`config.mk`:
```
export PLATFORM = sky130hd
export DESIGN_NAME = sys_axilite_slave_ctrl
export DESIGN_NICKNAME = d
export VERILOG_FILES = /design/src/rtl/sys_axilite_slave_ctrl_pkg.sv /design/src/rtl/sys_axilite_slave_ctrl.sv
export SDC_FILE = /design/constraint.sdc
export NUM_CORES = 1
export LEC_CHECK = 0
export ABC_AREA = 1
export CORE_AREA = 2 2 103 105
export CTS_BUF_LIST = sky130_fd_sc_hd__clkbuf_4
export DETAILED_ROUTE_END_ITERATION = 8
export DIE_AREA = 0 0 105 107
export HOLD_SLACK_MARGIN = 0.02
export PLACE_DENSITY = 0.86
export SLEW_MARGIN = 20
export SYNTH_ARGS = -nofsm -noshare
export SYNTH_HDL_FRONTEND = slang
export SYNTH_SLANG_ARGS = --single-unit
```
`constraint.sdc`:
```
create_clock -name iClk -period 2 [get_ports iClk]
set_input_delay 0.3 -clock iClk [delete_from_list [all_inputs] [get_ports iClk]]
set_output_delay 0.3 -clock iClk [all_outputs]
set_load 0.01 [all_outputs]
```
`src/rtl/sys_axilite_slave_ctrl_pkg.sv`:
```
// Shared constants for the sys_* AXI4-Lite slave blocks: FSM encoding,
// response codes and latency-counter sizing.
package sys_axilite_slave_ctrl_pkg;

  typedef enum logic [2:0] {
    ST_IDLE     = 3'd0,
    ST_WR_ISSUE = 3'd1,
    ST_WR_RESP  = 3'd2,
    ST_RD_ISSUE = 3'd3,
    ST_RD_WAIT  = 3'd4,
    ST_RD_RESP  = 3'd5
  } axil_state_e;

  localparam logic [1:0] AXI_RESP_OKAY = 2'b00;

  // Wide enough for read latencies 1..15.
  localparam int LAT_CNT_W = 4;

endpackage

```
`src/rtl/sys_axilite_slave_ctrl.sv`:
```
// AXI4-Lite slave front end: serialises host reads/writes into single-cycle
// backend strobes and returns B/R responses, one transaction in flight.
module sys_axilite_slave_ctrl
  import sys_axilite_slave_ctrl_pkg::*;
#(
  parameter int C_AWIDTH     = 32,
  parameter int C_DWIDTH     = 32,
  parameter int C_EFF_AWIDTH = 20,
  parameter int C_RD_LATENCY = 2
) (
  input  logic                  iClk,
  input  logic                  iRst,
  input  logic [C_AWIDTH-1:0]   iAWAddr,
  input  logic                  iAWValid,
  output logic                  oAWReady,
  input  logic [C_DWIDTH-1:0]   iWData,
  input  logic [C_DWIDTH/8-1:0] iWStrb,
  input  logic                  iWValid,
  output logic                  oWReady,
  output logic [1:0]            oBResp,
  output logic                  oBValid,
  input  logic                  iBReady,
  input  logic [C_AWIDTH-1:0]   iARAddr,
  input  logic                  iARValid,
  output logic                  oARReady,
  output logic [C_DWIDTH-1:0]   oRData,
  output logic [1:0]            oRResp,
  output logic                  oRValid,
  input  logic                  iRReady,
  output logic                  oCE,
  output logic                  oWE,
  output logic [C_DWIDTH/8-1:0] oByteEn,
  output logic [C_AWIDTH-1:0]   oAddr,
  output logic [C_DWIDTH-1:0]   oWrData,
  input  logic [C_DWIDTH-1:0]   iRdData
);

  localparam int STRB_W = C_DWIDTH / 8;
  localparam logic [C_AWIDTH-1:0]  ADDR_MASK = {C_AWIDTH{1'b1}} >> (C_AWIDTH - C_EFF_AWIDTH);
  localparam logic [LAT_CNT_W-1:0] LAT_LOAD  = LAT_CNT_W'(C_RD_LATENCY - 1);

  axil_state_e           state_q, state_d;
  logic                  wr_rdy_q, wr_rdy_d;
  logic                  ar_rdy_q, ar_rdy_d;
  logic                  b_vld_q, b_vld_d;
  logic                  r_vld_q, r_vld_d;
  logic                  ce_q, ce_d;
  logic                  we_q, we_d;
  logic [STRB_W-1:0]     be_q, be_d;
  logic [C_AWIDTH-1:0]   addr_q, addr_d;
  logic [C_DWIDTH-1:0]   wdata_q, wdata_d;
  logic [C_DWIDTH-1:0]   rdata_q, rdata_d;
  logic [LAT_CNT_W-1:0]  cnt_q, cnt_d;
  logic                  last_wr_q, last_wr_d;
  logic                  wr_elig, rd_elig;

  always_ff @(posedge iClk) begin
    if (iRst) begin
      state_q   <= ST_IDLE;
      wr_rdy_q  <= 1'b0;
      ar_rdy_q  <= 1'b0;
      b_vld_q   <= 1'b0;
      r_vld_q   <= 1'b0;
      ce_q      <= 1'b0;
      we_q      <= 1'b0;
      be_q      <= '0;
      addr_q    <= '0;
      wdata_q   <= '0;
      rdata_q   <= '0;
      cnt_q     <= '0;
      last_wr_q <= 1'b0;
    end else begin
      state_q   <= state_d;
      wr_rdy_q  <= wr_rdy_d;
      ar_rdy_q  <= ar_rdy_d;
      b_vld_q   <= b_vld_d;
      r_vld_q   <= r_vld_d;
      ce_q      <= ce_d;
      we_q      <= we_d;
      be_q      <= be_d;
      addr_q    <= addr_d;
      wdata_q   <= wdata_d;
      rdata_q   <= rdata_d;
      cnt_q     <= cnt_d;
      last_wr_q <= last_wr_d;
    end
  end

  always_comb begin
    state_d   = state_q;
    wr_rdy_d  = 1'b0;
    ar_rdy_d  = 1'b0;
    b_vld_d   = b_vld_q;
    r_vld_d   = r_vld_q;
    ce_d      = 1'b0;
    we_d      = 1'b0;
    be_d      = be_q;
    addr_d    = addr_q;
    wdata_d   = wdata_q;
    rdata_d   = rdata_q;
    cnt_d     = cnt_q;
    last_wr_d = last_wr_q;
    wr_elig   = iAWValid & iWValid;
    rd_elig   = iARValid;

    unique case (state_q)
      // Readies are registered: IDLE first grants, then the handshake
      // completes in the cycle the ready is visible to the host.
      ST_IDLE: begin
        if (wr_rdy_q) begin
          if (wr_elig) begin
            state_d   = ST_WR_ISSUE;
            ce_d      = 1'b1;
            we_d      = 1'b1;
            addr_d    = iAWAddr & ADDR_MASK;
            wdata_d   = iWData;
            be_d      = iWStrb;
            last_wr_d = 1'b1;
          end
        end else if (ar_rdy_q) begin
          if (rd_elig) begin
            state_d   = ST_RD_ISSUE;
            ce_d      = 1'b1;
            addr_d    = iARAddr & ADDR_MASK;
            be_d      = '1;
            last_wr_d = 1'b0;
          end
        end else if (wr_elig && (!rd_elig || !last_wr_q)) begin
          wr_rdy_d = 1'b1;
        end else if (rd_elig) begin
          ar_rdy_d = 1'b1;
        end
      end
      ST_WR_ISSUE: begin
        b_vld_d = 1'b1;
        state_d = ST_WR_RESP;
      end
      ST_WR_RESP: begin
        if (iBReady) begin
          b_vld_d = 1'b0;
          state_d = ST_IDLE;
        end
      end
      ST_RD_ISSUE: begin
        cnt_d   = LAT_LOAD;
        state_d = ST_RD_WAIT;
      end
      ST_RD_WAIT: begin
        if (cnt_q == '0) begin
          rdata_d = iRdData;
          r_vld_d = 1'b1;
          state_d = ST_RD_RESP;
        end else begin
          cnt_d = cnt_q - 1'b1;
        end
      end
      ST_RD_RESP: begin
        if (iRReady) begin
          r_vld_d = 1'b0;
          state_d = ST_IDLE;
        end
      end
      default: state_d = ST_IDLE;
    endcase
  end

  assign oAWReady = wr_rdy_q;
  assign oWReady  = wr_rdy_q;
  assign oARReady = ar_rdy_q;
  assign oBValid  = b_vld_q;
  assign oBResp   = AXI_RESP_OKAY;
  assign oRValid  = r_vld_q;
  assign oRResp   = AXI_RESP_OKAY;
  assign oRData   = rdata_q;
  assign oCE      = ce_q;
  assign oWE      = we_q;
  assign oByteEn  = be_q;
  assign oAddr    = addr_q;
  assign oWrData  = wdata_q;

endmodule

```
# After elaboration in Yosys (flattened, before gate mapping)
# Cells that the tools add are included.
dict set report op_classes {
  n_eq_ne 13
  addsub 1
  n_bitwise 3
  n_mux 32
  n_reduce_logical 22
}
# operator count
set op_table {}
lappend op_table {{two-way mux 32 bit} 4}
lappend op_table {{two-way mux 3 bit} 7}
lappend op_table {{two-way mux 4 bit} 5}
lappend op_table {{one-hot mux 3 bit (6 select lines)} 1}
lappend op_table {{two-way mux 1 bit} 12}
lappend op_table {{nonzero test 2 bit} 5}
lappend op_table {{inequality test 3 bit, second input constant} 3}
lappend op_table {{inequality test 2 bit, second input constant} 4}
lappend op_table {{one-hot mux 4 bit (2 select lines)} 1}
lappend op_table {{== test 3 x 2 -> 1 bit, second input constant} 2}
lappend op_table {{== test 3 bit, second input constant} 2}
lappend op_table {{AND reduction 2 bit} 3}
lappend op_table {{AND reduction 3 bit} 2}
lappend op_table {{AND reduction 6 bit} 1}
lappend op_table {{OR reduction 5 bit} 1}
lappend op_table {{zero test 4 bit} 1}
lappend op_table {{one-hot mux 1 bit (2 select lines)} 2}
lappend op_table {{AND reduction 4 bit} 1}
lappend op_table {{OR reduction 4 bit} 1}
lappend op_table {{subtractor 4 x 1 -> 4 bit, second input constant} 1}
lappend op_table {{== test 3 x 1 -> 1 bit, second input constant} 1}
lappend op_table {{zero test 3 bit} 1}
lappend op_table {{OR reduction 3 bit} 1}
lappend op_table {{zero test 1 bit} 2}
lappend op_table {{other kinds (6)} 7}
dict set report totals {
  regBits 114
  elab_cells 84
  output_inout_bits 111
}

# Logic depth before layout (Yosys ltp)
dict set report logic_depth {
  word_depth 4
  depth_mapped 10
}

# Worst setup path after synthesis
# OpenSTA, ideal clock, no wires.
dict set report synth_path {
  kind {reg-to-reg}
  from {register wr_rdy_q (netlist: oAWReady)}
  to {register wdata_q[16] (netlist: oWrData[16])}
  path_stages_with_launch 11
  synth_period_minus_slack_ns 1.454
  path_buffers 3
  setup_time_ns 0.113
  arrival_time_ns 1.341
  required_ns 1.887
  setup_slack_ns 0.546
  path_cell_list {dfxtp_1 buf_4 inv_2 nand2_1 nand2_2 nor2_8 nand2_2 buf_6 buf_6 o21ai_1 nor2_1}
}
dict set report synth_between {
  elab_chain_cells 1
}
# item line
set synth_rtl {}
lappend synth_rtl {{from (decl)} sys_axilite_slave_ctrl.sv:43} ;# logic wr_rdy_q, wr_rdy_d;
lappend synth_rtl {{from (signal assigned)} sys_axilite_slave_ctrl.sv:74} ;# wr_rdy_q <= wr_rdy_d;
lappend synth_rtl {{AND reduction 3 bit (no source line)} --}
lappend synth_rtl {{to (signal assigned)} sys_axilite_slave_ctrl.sv:82} ;# wdata_q <= wdata_d;
lappend synth_rtl {{to (decl)} sys_axilite_slave_ctrl.sv:51} ;# logic [C_DWIDTH-1:0] wdata_q, wdata_d;
# No other way between the ends.
# A chain may end at the register's enable or synchronous reset.

# Final worst setup path
dict set report layout_path {
  from {register wr_rdy_q (netlist: oAWReady)}
  to {output port oAWReady}
}
# item line
set layout_rtl {}
lappend layout_rtl {{to (decl)} sys_axilite_slave_ctrl.sv:15} ;# output logic oAWReady,
# No word-level cell between the ends.

==> results by group <==
Setup path
  – R2r worst-path depth: 8
  – RR Startpoint: state_q[0]
  – Startpoint Class: flop
  – WP data arrival: 1560 ps
  – Crit end category: output port
  – Crit path from: oAWReady
  – Critical Path End: oAWReady
  – RR Endpoint: oRData[11]
  – Worst-path fanout max: 17
  – CP required: 1700 ps
  – R2r setup slk: 190 ps
  – WS Path Type: flop to output port

Placement
  – Gpl congestion: 0.827
  – Post-DP HPWL: 8.80 mm
  – Buffers added on ports: 209

Detailed routing
  – Antenna-violating nets left: 0
  – Initial detailed-routing violation count: 173
  – Drt drc: 0
  – Drt first pass iters: 4
  – Vias per inst: 4.83
  – Routed wire length per instance: 13.7 um
  – Post-Route WL: 11.7 mm
  – Total number of vias: 4121

Clock network
  – CTS Root Cell: clkbuf_4
  – Cts hold-fix bufs: 0
  – Clk pin slew, worst setup/hold paths: 150 ps
  – Clock sink total: 102
  – CTS Buffer Depth: 2
  – H-tree levels: 3
  – CTS tree: yes
  – Post_cts resized: 0
  – Post-CTS Repair Setup Buffers: 0
  – CTS Buf Count: 9
  – Worst-Skew Late Latency: 440 ps

Logic synthesis
  – Mean Syn Cell Area: 7.80 sq um
  – Synth Register Bits: 102
  – Yosys cell types: 26
  – Mapped Cells: 516
  – Synthesized area: 4030 sq um
  – Sequential share of the synthesized area: 0.507
  – Yosys warning count: 0

Global routing
  – GRT overflow: 0
  – Largest net degree at the start of global routing: 41
  – Antenna violations before repair: 0
  – First-pass GRT wire length: 18.4 mm
  – GRT Util Overall: 0.202
  – Vias in the first global route: 3953

Timing
  – Shortest period the worst path allows: 1860 ps
  – F_max: 538 MHz
  – Final Max Tran Viols: 0
  – Final Cycle Share: 0.930
  – Slew @ Worst Pin: 545 ps
  – Relative slew margins: 0.636
  – Worst hold slack: 421 ps
  – Final Hold Fails: 0
  – # setup viols final: 0
  – Clock Skew: 12.9 ps
  – Setup TNS: 0 ps
  – RSZ-0062 raised after global routing: yes

Status
  – Status: finished, final reports clean

Floorplanning
  – Die Width: 105 um
  – Die area: 11200 sq um
  – # IOs: 250
  – Std-Cell Rows: 37
  – Starting Density: 0.399
  – Die H: 107 um
  – Core Area: 10100 sq um

Power and ir drop
  – Peak VDD IR: 0.494 mV
  – PwrDens: 747 nW/um^2
  – Pwr Total: 0.00472 W
  – Leak: 2.63 nW

Final layout
  – FILL cells: 880
  – Area grow syn2layout: 56.8%
  – Layout cells sized above 1: 0.0530
  – Leading cell type in the layout, fill and taps excluded: clkdlybuf4s50_1
  – Commonest non-fill, non-tap cells in the layout: clkdlybuf4s50_1, nor2_1, dfxtp_1
  – Layout Nets: 852
  – # diodes: 0

Hold path
  – Min-delay worst type: input pin to flop

Job
  – MaxCap Viol Count: 0
[logic make-up (layout without fill, tap and decap cells)]
group	count (synthesis)	in the layout	share of synthesized area
DFF	102	102	0.507
other	1	16	0.000931
and+or+nand+nor	242	242	0.245
adders and majority gates	1	1	0.00311
AOI/OAI and AO/OA	104	104	0.155
buffers and inverters	66	252	0.0892
[state kept, by name, summed over array words and instances, names as in the netlist, 3 cells and up]
name,cells
cnt_q,4
oAddr,20
oByteEn,4
oRData,32
oWrData,32
state_q,3
[cells in the mapped netlist, drive strengths merged]
master	instances	area share
nor2	149	0.15
dfxtp	102	0.51
o21ai	72	0.089
nand2	62	0.060
buf	33	0.058
nand3	26	0.032
o211a	20	0.050
clkbuf	17	0.016
inv	16	0.015
a21oi	9	0.011
a31oi	2	0.0031
nand4	2	0.0031
nor3	2	0.0025
and2	1	0.0016
conb	1	0.00093
ha	1	0.0031
o22ai	1	0.0016
[per-layer routing]
| metal | track usage | wire length, um | vias up |
|---|---|---|---|
| li1 | - | - | 2035 |
| met1 | 0.213 | 4530 | 1898 |
| met2 | 0.377 | 6060 | 172 |
| met3 | 0.0632 | 931 | 16 |
| met4 | 0.0724 | 169 | 0 |
| met5 | 0 | 0 | - |
[where the power goes]
part | switching (W) | internal (W) | total [W]
registers | 0.000125 | 0.00222 | 0.00235
clock network | 0.000641 | 0.000401 | 0.00104
logic | 0.000619 | 0.000705 | 0.00132
total | 0.00139 | 0.00333 | 0.00472
[layout make-up]
cell class,instances,area [sq um],area share
Timing Repair Buffer,220,2220,0.351
Sequential cell,102,2040,0.324
Multi-Input combinational cell,363,1690,0.267
Tap cell,136,170,0.0270
Clock buffer,11,82.6,0.0131
Inverter,16,63.8,0.0101
Clock inverter,5,50.0,0.00793
[worst min path at each step]
stage | start | endpoint | slack, ps | cells after the start
after floorplan | iARValid | oARReady | 420 | 2
after global placement | oWrData[15] | oWrData[15] | 460 | 2
after detailed placement | oWrData[7] | oWrData[7] | 480 | 2
after CTS | iRdData[24] | oRData[24] | 400 | 3
after global routing | iRdData[3] | oRData[3] | 390 | 3
final | iRdData[24] | oRData[24] | 420 | 3
[metrics by stage]
step	instance area, sq um	worst slack (ps)	util	instances
global route	6310	-29.9	0.625	853
floorplan	4080	546	-	531
finish	6310	140	0.625	853
CTS	6300	8.99	0.624	853
detailed placement	6170	104	0.611	837
global placement	6170	210	0.611	837
[worst max-delay path, stage by stage (launching register included)]
cell and delay [ps]:
dfxtp_2 400, buf_6 180, clkdlybuf4s50_1 560
(Power assumes the default switching activity.)
